===== config.mk =====
export PLATFORM = sky130hd
export DESIGN_NAME = mac_accumulator_flat
export DESIGN_NICKNAME = d
export VERILOG_FILES = /design/src/rtl/mac_pkg.sv /design/src/rtl/mac_accumulator_if.sv /design/src/rtl/sat_adder.sv /design/src/rtl/mac_accumulator.sv /design/src/flat_wrapper.sv
export SDC_FILE = /design/constraint.sdc
export NUM_CORES = 1
export LEC_CHECK = 0
export BUFFER_PORTS_ARGS = -buffer_cell sky130_fd_sc_hd__buf_2
export CAP_MARGIN = 40
export CELL_PAD_IN_SITES_DETAIL_PLACEMENT = 0
export CELL_PAD_IN_SITES_GLOBAL_PLACEMENT = 2
export CORE_ASPECT_RATIO = 2
export CORE_UTILIZATION = 35
export DETAILED_ROUTE_END_ITERATION = 16
export GPL_TIMING_DRIVEN = 0
export PLACE_DENSITY = 0.92
export SKIP_CTS_REPAIR_TIMING = 1
export SLEW_MARGIN = 20
export SYNTH_ARGS = -nofsm -noshare
export SYNTH_HDL_FRONTEND = slang
export SYNTH_SLANG_ARGS = --single-unit
export TNS_END_PERCENT = 100

===== constraint.sdc =====
create_clock -name clk -period 5.8 [get_ports clk]
set_clock_uncertainty 0.1 [all_clocks]
set_input_delay 0.58 -clock clk [delete_from_list [all_inputs] [get_ports clk]]
set_output_delay 0.58 -clock clk [all_outputs]
set_load 0.02 [all_outputs]

===== src/rtl/mac_pkg.sv =====
// Shared types and width helpers for the MAC accumulator slice.
package mac_pkg;

  typedef enum logic [1:0] {
    IDLE  = 2'd0,
    ACCUM = 2'd1,
    DONE  = 2'd2
  } state_t;

  // Accumulator is the full product width plus guard bits for headroom.
  function automatic int acc_width(input int n, input int g);
    return 2 * n + g;
  endfunction

endpackage


===== src/rtl/mac_accumulator_if.sv =====
// Handshake bundle between the product source, the accumulator and the result consumer.
interface mac_accumulator_if
  import mac_pkg::*;
#(
  parameter int N     = 64,
  parameter int G     = 8,
  parameter int CNT_W = 16
);
  localparam int ACC_W = acc_width(N, G);

  logic               start;
  logic [CNT_W-1:0]   len;
  logic               in_valid;
  logic               in_ready;
  logic [2*N-1:0]     in_prod;
  logic               out_valid;
  logic               out_ready;
  logic [ACC_W-1:0]   out_acc;
  logic               busy;
  logic               ovf;

  modport master (
    output start, len, in_valid, in_prod, out_ready,
    input  in_ready, out_valid, out_acc, busy, ovf
  );

  modport slave (
    input  start, len, in_valid, in_prod, out_ready,
    output in_ready, out_valid, out_acc, busy, ovf
  );

endinterface


===== src/rtl/sat_adder.sv =====
// Combinational W-bit signed add with overflow flag; zero latency, no backpressure.
// Build option MAC_ACCUMULATOR_SATURATE_EN clamps on overflow instead of wrapping.
module sat_adder #(
  parameter int W = 136
) (
  input  logic [W-1:0] a,
  input  logic [W-1:0] b,
  output logic [W-1:0] sum,
  output logic         ovf
);

  logic [W-1:0] raw;

  assign raw = a + b;
  // Overflow only possible when both operands share a sign and the result flips it.
  assign ovf = (a[W-1] == b[W-1]) && (raw[W-1] != a[W-1]);

`ifdef MAC_ACCUMULATOR_SATURATE_EN
  localparam logic [W-1:0] SAT_MAX = {1'b0, {(W-1){1'b1}}};
  localparam logic [W-1:0] SAT_MIN = {1'b1, {(W-1){1'b0}}};

  assign sum = ovf ? (a[W-1] ? SAT_MIN : SAT_MAX) : raw;
`else
  assign sum = raw;
`endif

endmodule


===== src/rtl/mac_accumulator.sv =====
// Sums a programmed count of signed products; result valid 1 cycle after last accept, held until out_ready.
// Products only accepted in ACCUM; MAC_ACCUMULATOR_SATURATE_EN selects clamping instead of wrap.
module mac_accumulator
  import mac_pkg::*;
#(
  parameter int N     = 64,
  parameter int G     = 8,
  parameter int CNT_W = 16
) (
  input logic              clk,
  input logic              rst_n,
  mac_accumulator_if.slave bus
);

  localparam int ACC_W = acc_width(N, G);

  state_t             state;
  state_t             state_nxt;
  logic [ACC_W-1:0]   acc;
  logic [ACC_W-1:0]   add_sum;
  logic [ACC_W-1:0]   prod_ext;
  logic [CNT_W-1:0]   remaining;
  logic               ovf_q;
  logic               add_ovf;
  logic               in_ready_c;
  logic               out_valid_c;
  logic               busy_c;
  logic               in_hs;

  assign prod_ext = {{G{bus.in_prod[2*N-1]}}, bus.in_prod};
  assign in_hs    = bus.in_valid & in_ready_c;

  sat_adder #(.W(ACC_W)) u_add (
    .a   (acc),
    .b   (prod_ext),
    .sum (add_sum),
    .ovf (add_ovf)
  );

  always_ff @(posedge clk) begin
    if (!rst_n) begin
      state <= IDLE;
    end else begin
      state <= state_nxt;
    end
  end

  always_comb begin
    state_nxt   = state;
    in_ready_c  = 1'b0;
    out_valid_c = 1'b0;
    busy_c      = 1'b0;
    case (state)
      IDLE: begin
        if (bus.start) begin
          state_nxt = (bus.len != '0) ? ACCUM : DONE;
        end
      end
      ACCUM: begin
        in_ready_c = 1'b1;
        busy_c     = 1'b1;
        if (in_hs && (remaining == CNT_W'(1))) begin
          state_nxt = DONE;
        end
      end
      DONE: begin
        out_valid_c = 1'b1;
        busy_c      = 1'b1;
        if (bus.out_ready) begin
          state_nxt = IDLE;
        end
      end
      default: state_nxt = IDLE;
    endcase
  end

  // Datapath: a new start clears the sum and the sticky overflow flag.
  always_ff @(posedge clk) begin
    if (!rst_n) begin
      acc       <= '0;
      remaining <= '0;
      ovf_q     <= 1'b0;
    end else begin
      case (state)
        IDLE: begin
          if (bus.start) begin
            acc       <= '0;
            ovf_q     <= 1'b0;
            remaining <= bus.len;
          end
        end
        ACCUM: begin
          if (in_hs) begin
            acc       <= add_sum;
            remaining <= remaining - CNT_W'(1);
            ovf_q     <= ovf_q | add_ovf;
          end
        end
        default: ;
      endcase
    end
  end

  assign bus.in_ready  = in_ready_c;
  assign bus.out_valid = out_valid_c;
  assign bus.busy      = busy_c;
  assign bus.out_acc   = acc;
  assign bus.ovf       = ovf_q;

endmodule


===== src/flat_wrapper.sv =====
// flat-port wrapper written by rule: the top's interface ports become plain ports
module mac_accumulator_flat import mac_pkg::*;
#(
  parameter int N     = 64,
  parameter int G     = 8,
  parameter int CNT_W = 16
)
  (clk, rst_n, bus_start, bus_len, bus_in_valid, bus_in_prod, bus_out_ready, bus_in_ready, bus_out_valid, bus_out_acc, bus_busy, bus_ovf);
  mac_accumulator_if #(.N(N), .G(G), .CNT_W(CNT_W)) bus_i ();
  input logic clk;
  input logic rst_n;
  input wire logic [$bits(bus_i.start)-1:0] bus_start;
  input wire logic [$bits(bus_i.len)-1:0] bus_len;
  input wire logic [$bits(bus_i.in_valid)-1:0] bus_in_valid;
  input wire logic [$bits(bus_i.in_prod)-1:0] bus_in_prod;
  input wire logic [$bits(bus_i.out_ready)-1:0] bus_out_ready;
  output wire logic [$bits(bus_i.in_ready)-1:0] bus_in_ready;
  output wire logic [$bits(bus_i.out_valid)-1:0] bus_out_valid;
  output wire logic [$bits(bus_i.out_acc)-1:0] bus_out_acc;
  output wire logic [$bits(bus_i.busy)-1:0] bus_busy;
  output wire logic [$bits(bus_i.ovf)-1:0] bus_ovf;
  assign bus_i.start = bus_start;
  assign bus_i.len = bus_len;
  assign bus_i.in_valid = bus_in_valid;
  assign bus_i.in_prod = bus_in_prod;
  assign bus_i.out_ready = bus_out_ready;
  assign bus_in_ready = bus_i.in_ready;
  assign bus_out_valid = bus_i.out_valid;
  assign bus_out_acc = bus_i.out_acc;
  assign bus_busy = bus_i.busy;
  assign bus_ovf = bus_i.ovf;
  mac_accumulator #(.N(N), .G(G), .CNT_W(CNT_W)) u_core (.clk(clk), .rst_n(rst_n), .bus(bus_i));
endmodule

-- Word level (Yosys, flattened, before mapping)
Cells that the tools add are included.
- add/subtract/negate cells: 2
- eq/ne operators: 9
- mux-type cells: 17
- bitwise gates (word level): 2
- reduce and logical (&&, ||, !) cells: 8
- operators with widths (cell ; count):
    136-bit 2-to-1 mux ; 2
    136-bit one-hot mux with 2 select lines ; 1
    136-bit adder ; 1
    16-bit 2-to-1 mux ; 2
    16-bit one-hot mux with 2 select lines ; 1
    16-bit by 1-bit equality test with 1-bit output, second input constant ; 1
    16-bit nonzero test ; 1
    16-bit by 1-bit subtractor with 16-bit output, second input constant ; 1
    2-bit 2-to-1 mux ; 4
    2-bit one-hot mux with 3 select lines ; 1
    3-bit AND reduction ; 2
    1-bit 2-to-1 mux ; 5
    2-bit by 1-bit inequality test with 1-bit output, second input constant ; 2
    2-bit inequality test, second input constant ; 2
    2-bit by 1-bit equality test with 1-bit output, second input constant ; 1
    2-bit equality test, second input constant ; 1
    1-bit logical AND ; 2
    2-bit logical NOT ; 1
    1-bit one-hot mux with 2 select lines ; 1
    2-bit nonzero test ; 1
    2-bit OR reduction ; 1
    1-bit bitwise AND ; 1
    1-bit equality test ; 1
    1-bit inequality test ; 1
    1-bit bitwise OR ; 1
- register bits after elaboration: 155
- output and inout port bits: 140

-- Longest topological paths before layout
Gate-level depths: netlist of run 1.
- depth after elaboration: 6
- mapped depth: 14
- mapped depth without buffers: 14

-- Hierarchy
Synthesis of run 1 repeated with hierarchy kept, for this count alone.
- cells, all modules: 2224
- area, all modules: 15333.5 µm²
- modules (own cells, without submodules) (module ; times used ; cells an instance ; area each (µm²)):
    sat_adder ; 1 ; 1468 ; 9389.0
    mac_accumulator ; 1 ; 756 ; 5944.5

-- Least setup slack after synthesis of run 1
No wires, ideal clock.
- path kind: input to register
- start point: input bus_in_prod[0]
- end point: register u_core.acc[128] (netlist: u_core.bus.out_acc[128])
- arrival: 3332 ps
- data required time: 5573 ps
- setup slack: 2241 ps
- stages: 14
- buffers on the path: 0
- cells stage by stage: ha_1 > inv_1 > fa_1 > nand2b_1 > a21oi_1 > o21bai_2 > o211a_2 > a2111oi_4 > o21ai_2 > nand4_1 > a21oi_2 > nor4_2 > nor3_1 > or3b_1
- word-level cells in the longest chain between the ends: 3
- RTL lines (element ; line ; RTL):
    start: declaration ; flat_wrapper.sv:15 ; input wire logic [$bits(bus_i.in_prod)-1:0] bus_in_prod;
    136-bit adder ; sat_adder.sv:14 ; assign raw = a + b;
    136-bit 2-to-1 mux ; mac_accumulator.sv:93 ; if (in_hs) begin
    136-bit one-hot mux with 2 select lines ; mac_accumulator.sv:84 ; case (state)
    end signal: assignment ; mac_accumulator.sv:94 ; acc <= add_sum;
    end: declaration ; mac_accumulator.sv:19 ; logic [ACC_W-1:0] acc;
Every way passes these cells. The select of a mux whose other input is x is not followed.
A chain may end at the register's enable or synchronous reset.

-- Final worst setup path of run 1
- start point: register u_core.acc[74] (netlist: u_core.bus.out_acc[74])
- end point: register u_core.acc[127] (netlist: u_core.bus.out_acc[127])
- word-level cells in the longest chain between the ends: 3
- RTL lines (element ; line):
    136-bit adder ; sat_adder.sv:14
    136-bit 2-to-1 mux ; mac_accumulator.sv:93
    136-bit one-hot mux with 2 select lines ; mac_accumulator.sv:84
Every way passes these cells. The select of a mux whose other input is x is not followed.

==> results of run 1 <==
## cell usage after synthesis (all sizes together) (14+ instances only)
cell type | instances | share of area [%]
a211oi | 15 | 0.78
a21o | 85 | 4.3
a21oi | 217 | 7.3
a22oi | 62 | 3.1
a31oi | 18 | 0.79
and2 | 14 | 0.60
and3 | 16 | 0.67
buf | 30 | 1.3
clkbuf | 98 | 2.7
dfxtp | 155 | 21
ha | 140 | 12
inv | 55 | 1.4
nand2 | 231 | 5.8
nand3 | 39 | 1.3
nand4 | 70 | 3.1
nor2 | 130 | 3.3
nor2b | 75 | 3.1
nor3 | 27 | 0.90
nor4 | 15 | 0.67
o21a | 24 | 1.2
o21ai | 173 | 5.8
o21bai | 41 | 2.1
xnor2 | 64 | 3.7
xor2 | 58 | 3.4
## sequential cells by signal (all words and copies together), names as in the netlist
name                flops
u_core.bus.ovf          1
u_core.bus.out_acc    136
u_core.state            2
u_core.remaining       16
## cell type report
type | count | area share [%]
diodes | 1 | 0.0141
plain buffers | 130 | 3.47
clock buffers | 21 | 2.59
clock inverters | 10 | 0.937
inverters | 55 | 1.16
multi-input cells | 1694 | 62.3
flip-flops and latches | 155 | 17.5
well taps | 540 | 3.81
repair buffers | 289 | 8.22
## worst register-to-register path, delay by kind of cell, from the launching register on
kind / cells / cell delay, ns
adders and majority gates: 1 / 0.29
buffers and inverters: 1 / 0.21
xor gates and xnor gates: 1 / 0.23
and+or+nand+nor: 2 / 0.56
DFF: 1 / 0.32
AOI/OAI and AO/OA: 8 / 2.79
## kinds of logic (layout without fill, tap and decap cells)
logic type	count (synthesis)	count (layout)	share of synthesized area (%)
muxes	3	3	0.200
other	0	1	0
DFF	155	155	20.7
xor gates and xnor gates	122	122	7.13
buffers and inverters	185	505	5.48
and+or+nand+nor	675	675	22.3
AOI/OAI and AO/OA	753	753	32.3
adders and majority gates	141	141	11.8
## where the power goes
part           switching (mW)  internal [mW]  leakage, nW
Clock                   0.543          0.743        0.299
Sequential             0.0850           1.16         1.25
Combinational            1.21          0.586         6.57
Total                    1.84           2.48         8.12
## per-layer routing
layer | vias to the layer above | global-route usage (%) | share of wire [%]
li1 | 8078 | - | -
met5 | - | 0 | 0.063
met2 | 595 | 59.1 | 56
met4 | 6 | 23.0 | 7.7
met1 | 7857 | 25.4 | 32
met3 | 222 | 4.12 | 4.1
## final timing paths
kind	end	cells past startpoint
worst min-delay path	u_core.remaining[2]$_SDFFE_PN0P_	2
worst max-delay path	u_core.bus.out_acc[127]$_SDFFE_PN0P_	13
worst min register to register	u_core.bus.out_acc[83]$_SDFFE_PN0P_	2
worst max register to register	u_core.bus.out_acc[127]$_SDFFE_PN0P_	13
## through the flow
step / area [um^2] / utilization [%] / setup slack, ns / total power [mW]
2_1_floorplan: 15000 / - / 2.24 / 2.43
3_3_place_gp: 17100 / 40.7 / 0.915 / 3.01
3_5_place_dp: 17100 / 40.7 / 0.932 / 3.04
4_1_cts: 17800 / 42.2 / 1.24 / 4.34
5_1_grt: 17800 / 42.2 / 1.05 / 4.56
6_report: 17800 / 42.2 / 1.17 / 4.32
==> results.txt, run 1 <==
Yosys reg bits: 155
sequential element share of the synthesized area: 20.7%
Worst setup startpoint: u_core.bus.out_acc[74]$_SDFFE_PN0P_
clock root buffer: clkbuf_16
GPL Wtd Cong: 0.942
Slew headroom: 40.2%
CTS tree: done
# DRC: 0
die area: 0.0437 mm^2
Hold Vio Cnt, Final: 0
# rows: 106
CP max FO: 7
EDFF count, synth: 0
Hold Crit Class: in -> reg
Pleak: 8.12 nW
area of the multi-input gates: 0.0111 mm^2
drt total wl: 65.0 mm
Clock Latency Late Sink: 0.48 ns
hold_sp: bus_len[2]
Port Buffer Count: 287
initial drt markers: 899
max_cap viols: 0
Detailed Place HPWL: 54.3 mm
antenna-violating nets left: 0
GRT Residual Overflow: 0
Post-Syn Instances: 2034
RR Startpoint: u_core.bus.out_acc[74]$_SDFFE_PN0P_
Filler cells: 4516
# clock sinks: 155
ys flop type: dfxtp_1
Final setup viols: 0
Vias/cell: 5.79
Critical Path Start Type: flop
PwrDens: 244 mW/mm^2
CP bufs+invs: 1
first-pass GRT wire length: 96.5 mm
commonest cells after routing, fill and taps aside: 301 x buf_2, 228 x nand2_1, 216 x a21oi_1, 155 x dfxtp_1, 140 x ha_1
Final Instance Count excl. Fillers: 2895
share of cells above drive strength 1: 16.3%
Register Area: 0.00310 mm^2
WHS: 0.302 ns
synthesized area: 0.0150 mm^2
asr flop ratio synth: 0%
Die Wd: 148 um
cells along the critical path: ha_1 > clkbuf_1 > a21oi_1 > o21ai_0 > a21oi_1 > o21ai_0 > a211oi_1 > nand3b_1 > a211oi_1 > nor2_1 > a31oi_1 > xor2_1 > o21ai_1
Core ar.: 0.0420 mm^2
Final min period: 4.63 ns
commonest non-fill, non-tap cell in the layout: buf_2
Vert. Die Dim: 295 um
CTS clk-pin slew, worst paths: 0.07 ns
Achievable Freq: 0.216 GHz
CP endpoint kind: flop
max-slew violation count: 0
Worst EP arrival: 4.86 ns
largest net degree at the start of global routing: 17
Final TNS setup: 0 ns
CP max stage cell: a211oi_1
Crit path max-delay family: compound AO/OA/AOI/OAI gates
Worst R2R Setup Slack: 1.17 ns
routed via count: 16800
IO Pins: 289
CTS buffer count: 17
vias in the first global route: 17000
Ys Warns: 0
VDD IR max: 0.205 mV
Slew @ Worst Pin: 0.891 ns
GRT Overall Usage: 29.5%
synth unique cells: 91
Initial Utilization: 35.7%
clock buffer depth: 2
Critical Path RT: 6.03 ns
synthesis-to-finish area growth: 18.5%
Period Utilization, post-route: 79.9%
max incr delay on CP: 0.79 ns
Avg WL per Cell: 22.4 um
Crit Path Class: reg -> reg
status: finished, final reports clean
RSZ-0062 raised after global routing: false
layout net count: 2632
CTS H-tree lvls: 4
syn_nets: 2324
syn_area_per_cell: 7.37 um^2
placed insts: 2863
initial antenna violation count: 3
Pre-antenna DRT Iters: 5
No activity file was read; power rests on OpenSTA's default activity.
==> run 2: changes to the inputs <==
--- a/config.mk
+++ b/config.mk
@@ -5,15 +5,16 @@
 export SDC_FILE = /design/constraint.sdc
 export NUM_CORES = 1
 export LEC_CHECK = 0
+export ABC_AREA = 1
 export BUFFER_PORTS_ARGS = -buffer_cell sky130_fd_sc_hd__buf_2
 export CAP_MARGIN = 40
 export CELL_PAD_IN_SITES_DETAIL_PLACEMENT = 0
 export CELL_PAD_IN_SITES_GLOBAL_PLACEMENT = 2
 export CORE_ASPECT_RATIO = 2
-export CORE_UTILIZATION = 35
+export CORE_UTILIZATION = 26
 export DETAILED_ROUTE_END_ITERATION = 16
 export GPL_TIMING_DRIVEN = 0
-export PLACE_DENSITY = 0.92
+export PLACE_DENSITY = 0.82
 export SKIP_CTS_REPAIR_TIMING = 1
 export SLEW_MARGIN = 20
 export SYNTH_ARGS = -nofsm -noshare
==> constraint.sdc (replaced) <==
create_clock -name clk -period 4.1 [get_ports clk]
set_clock_uncertainty 0.1 [all_clocks]
set_input_delay 0.41 -clock clk [delete_from_list [all_inputs] [get_ports clk]]
set_output_delay 0.41 -clock clk [all_outputs]
set_load 0.02 [all_outputs]
==> run 2 against run 1 <==
  * Total power up 120%
  * Highest routed layer unchanged
  * Sequential power is 66% higher
  * Synthesized area grew 27%
==> results.txt, run 2 <==
max incr delay on CP: 0.53 ns
Filler cells: 8644
RSZ-0062 raised after global routing: false
asr flop ratio synth: 0%
Avg WL per Cell: 23.5 um
Core ar.: 0.0727 mm^2
list of most frequent post-synthesis cells: 1273 x nand2_1, 684 x inv_1, 386 x a21oi_1, 369 x nor2_1, 178 x nand3_1
VDD IR max: 0.392 mV
Pre-antenna DRT Iters: 7
initial antenna violation count: 2
ys flop type: dfxtp_1
GRT Residual Overflow: 0
Die Wd: 194 um
CP bufs+invs: 1
Vias/cell: 4.82
Final setup viols: 0
share of the synthesized area in the top cell type: 25.0%
vias in the first global route: 23600
GRT Overall Usage: 30.4%
Power, Total: 9.38 mW
CTS buffer count: 17
layout net count: 4232
CP max FO: 5
share of cells above drive strength 1: 12.3%
CTS H-tree lvls: 4
sequential element share of the synthesized area: 16.3%
max-slew violation count: 0
commonest non-fill, non-tap cell in the layout: nand2_1
design area: 0.0223 mm^2
Hold Vio Cnt, Final: 0
CP max stage cell: a21oi_1
Clock Latency Late Sink: 0.53 ns
cells along the critical path: ha_1 > nand2_1 > o21ai_0 > a21oi_1 > nor2_1 > nor2_1 > nand2_1 > a21oi_1 > buf_4 > nand3_1 > nand3_1 > a21oi_1
EDFF count, synth: 0
most common cell in the netlist: nand2_1
status: finished, final reports clean
Crit path max-delay family: compound AO/OA/AOI/OAI gates
routed via count: 23500
synthesized area: 0.0191 mm^2
CP most frequent cell: a21oi_1
Synth area leaders: nand2_1 25%, dfxtp_1 16%, inv_1 13%
DP Worst Slack: 0.418 ns
clock buffer depth: 2
largest net degree at the start of global routing: 17
Critical Path RT: 4.37 ns
# rows: 140
clock root buffer: clkbuf_16
antenna-violating nets left: 0
synth unique cells: 38
IO Pins: 289
max_cap viols: 0
Yosys reg bits: 155
Port Buffer Count: 288
syn_nets: 3921
Pleak: 11.6 nW
die area: 0.0745 mm^2
GPL Wtd Cong: 1.07
CP endpoint kind: flop
PwrDens: 421 mW/mm^2
Final WS setup: 0.438 ns
Post-Syn Instances: 3631
final design utilization: 30.7%
first-pass GRT wire length: 158 mm
Hold Crit Class: in -> reg
Detailed Place HPWL: 102 mm
# DRC: 0
Slew @ Worst Pin: 0.793 ns
drt total wl: 115 mm
Slew headroom: 47.2%
synthesis-to-finish area growth: 16.9%
Crit Path Class: reg -> reg
# clock sinks: 155
cell taking the most area after synthesis: nand2_1
Initial Utilization: 26.2%
max FFs per register: 136
CTS tree: done
Critical Path Start Type: flop
Vert. Die Dim: 385 um
Achievable Freq: 0.273 GHz
placed inst area: 0.0217 mm^2
syn_area_per_cell: 5.25 um^2
Final min period: 3.66 ns
Ys Warns: 0
Period Utilization, post-route: 89.3%
initial drt markers: 1330
commonest cells after routing, fill and taps aside: 1273 x nand2_1, 684 x inv_1, 386 x a21oi_1, 369 x nor2_1, 318 x buf_2
Final TNS setup: 0 ns
Worst EP arrival: 3.94 ns
CTS clk-pin slew, worst paths: 0.07 ns
==> run 2: cells by family after synthesis <==
| kind of cell | share of synthesized area, % |
|---|---|
| simple gates | 43.6 |
| buf+inv | 14.9 |
| compound gates | 15.7 |
| flops | 16.3 |
| fa+ha+maj | 9.29 |
| xor+xnor | 0.275 |
==> run 2: through the flow <==
stage	hold slack (ns)	std cells
floorplan	0.357	3631
global placement	0.354	4842
detailed placement	0.353	4846
CTS	0.0516	4878
global route	0.0914	4878
finish	0.0818	4879
==> run 2: metal layers <==
metal | GRT usage [%] | routed length (um) | vias up | part of all wire, %
met3 | 4.43 | 4850 | 294 | 4.2
li1 | - | - | 11900 | -
met1 | 27.5 | 38400 | 10600 | 33
met4 | 30.3 | 12700 | 2 | 11
met2 | 57.1 | 58800 | 775 | 51
met5 | 0 | 11 | - | 0.0096
==> run 2: final cells by class <==
| type | count | area [um^2] | share of cell area [%] |
|---|---|---|---|
| inverter | 701 | 2630 | 11.8 |
| clock inverter | 15 | 154 | 0.690 |
| clock buffer | 17 | 425 | 1.91 |
| buffer | 48 | 219 | 0.982 |
| sequential | 155 | 3100 | 13.9 |
| timing repair buffer | 292 | 1490 | 6.66 |
| antenna | 1 | 2.50 | 0.0112 |
| multi-input combinational | 2727 | 13100 | 58.9 |
| tap | 923 | 1150 | 5.18 |
==> run 2: path summary, 6_finish.rpt <==
| check | start | endpoint | slack [ns] | cells after the start |
|---|---|---|---|---|
| min reg2reg | u_core.bus.ovf$_SDFFE_PN0P_ | u_core.bus.ovf$_SDFFE_PN0P_ | 0.36 | 2 |
| max reg2reg | u_core.bus.out_acc[121]$_SDFFE_PN0P_ | u_core.bus.out_acc[131]$_SDFFE_PN0P_ | 0.44 | 12 |
| max | u_core.bus.out_acc[121]$_SDFFE_PN0P_ | u_core.bus.out_acc[131]$_SDFFE_PN0P_ | 0.44 | 12 |
| min | bus_len[0] | u_core.remaining[0]$_SDFFE_PN0P_ | 0.08 | 3 |
==> run 2: where the power goes <==
part / total, mW / internal (mW) / switching (mW)
logic: 5.61 / 1.54 / 4.07
clock network: 1.72 / 0.855 / 0.862
registers: 2.06 / 1.77 / 0.291
==> run 2: tightest hold or removal path: cells and delay by family <==
family / cells / cell delay (ns)
AND/OR/NAND/NOR: 1 / 0.07
buffers and inverters: 1 / 0.12
AO/OA/AOI/OAI: 1 / 0.06
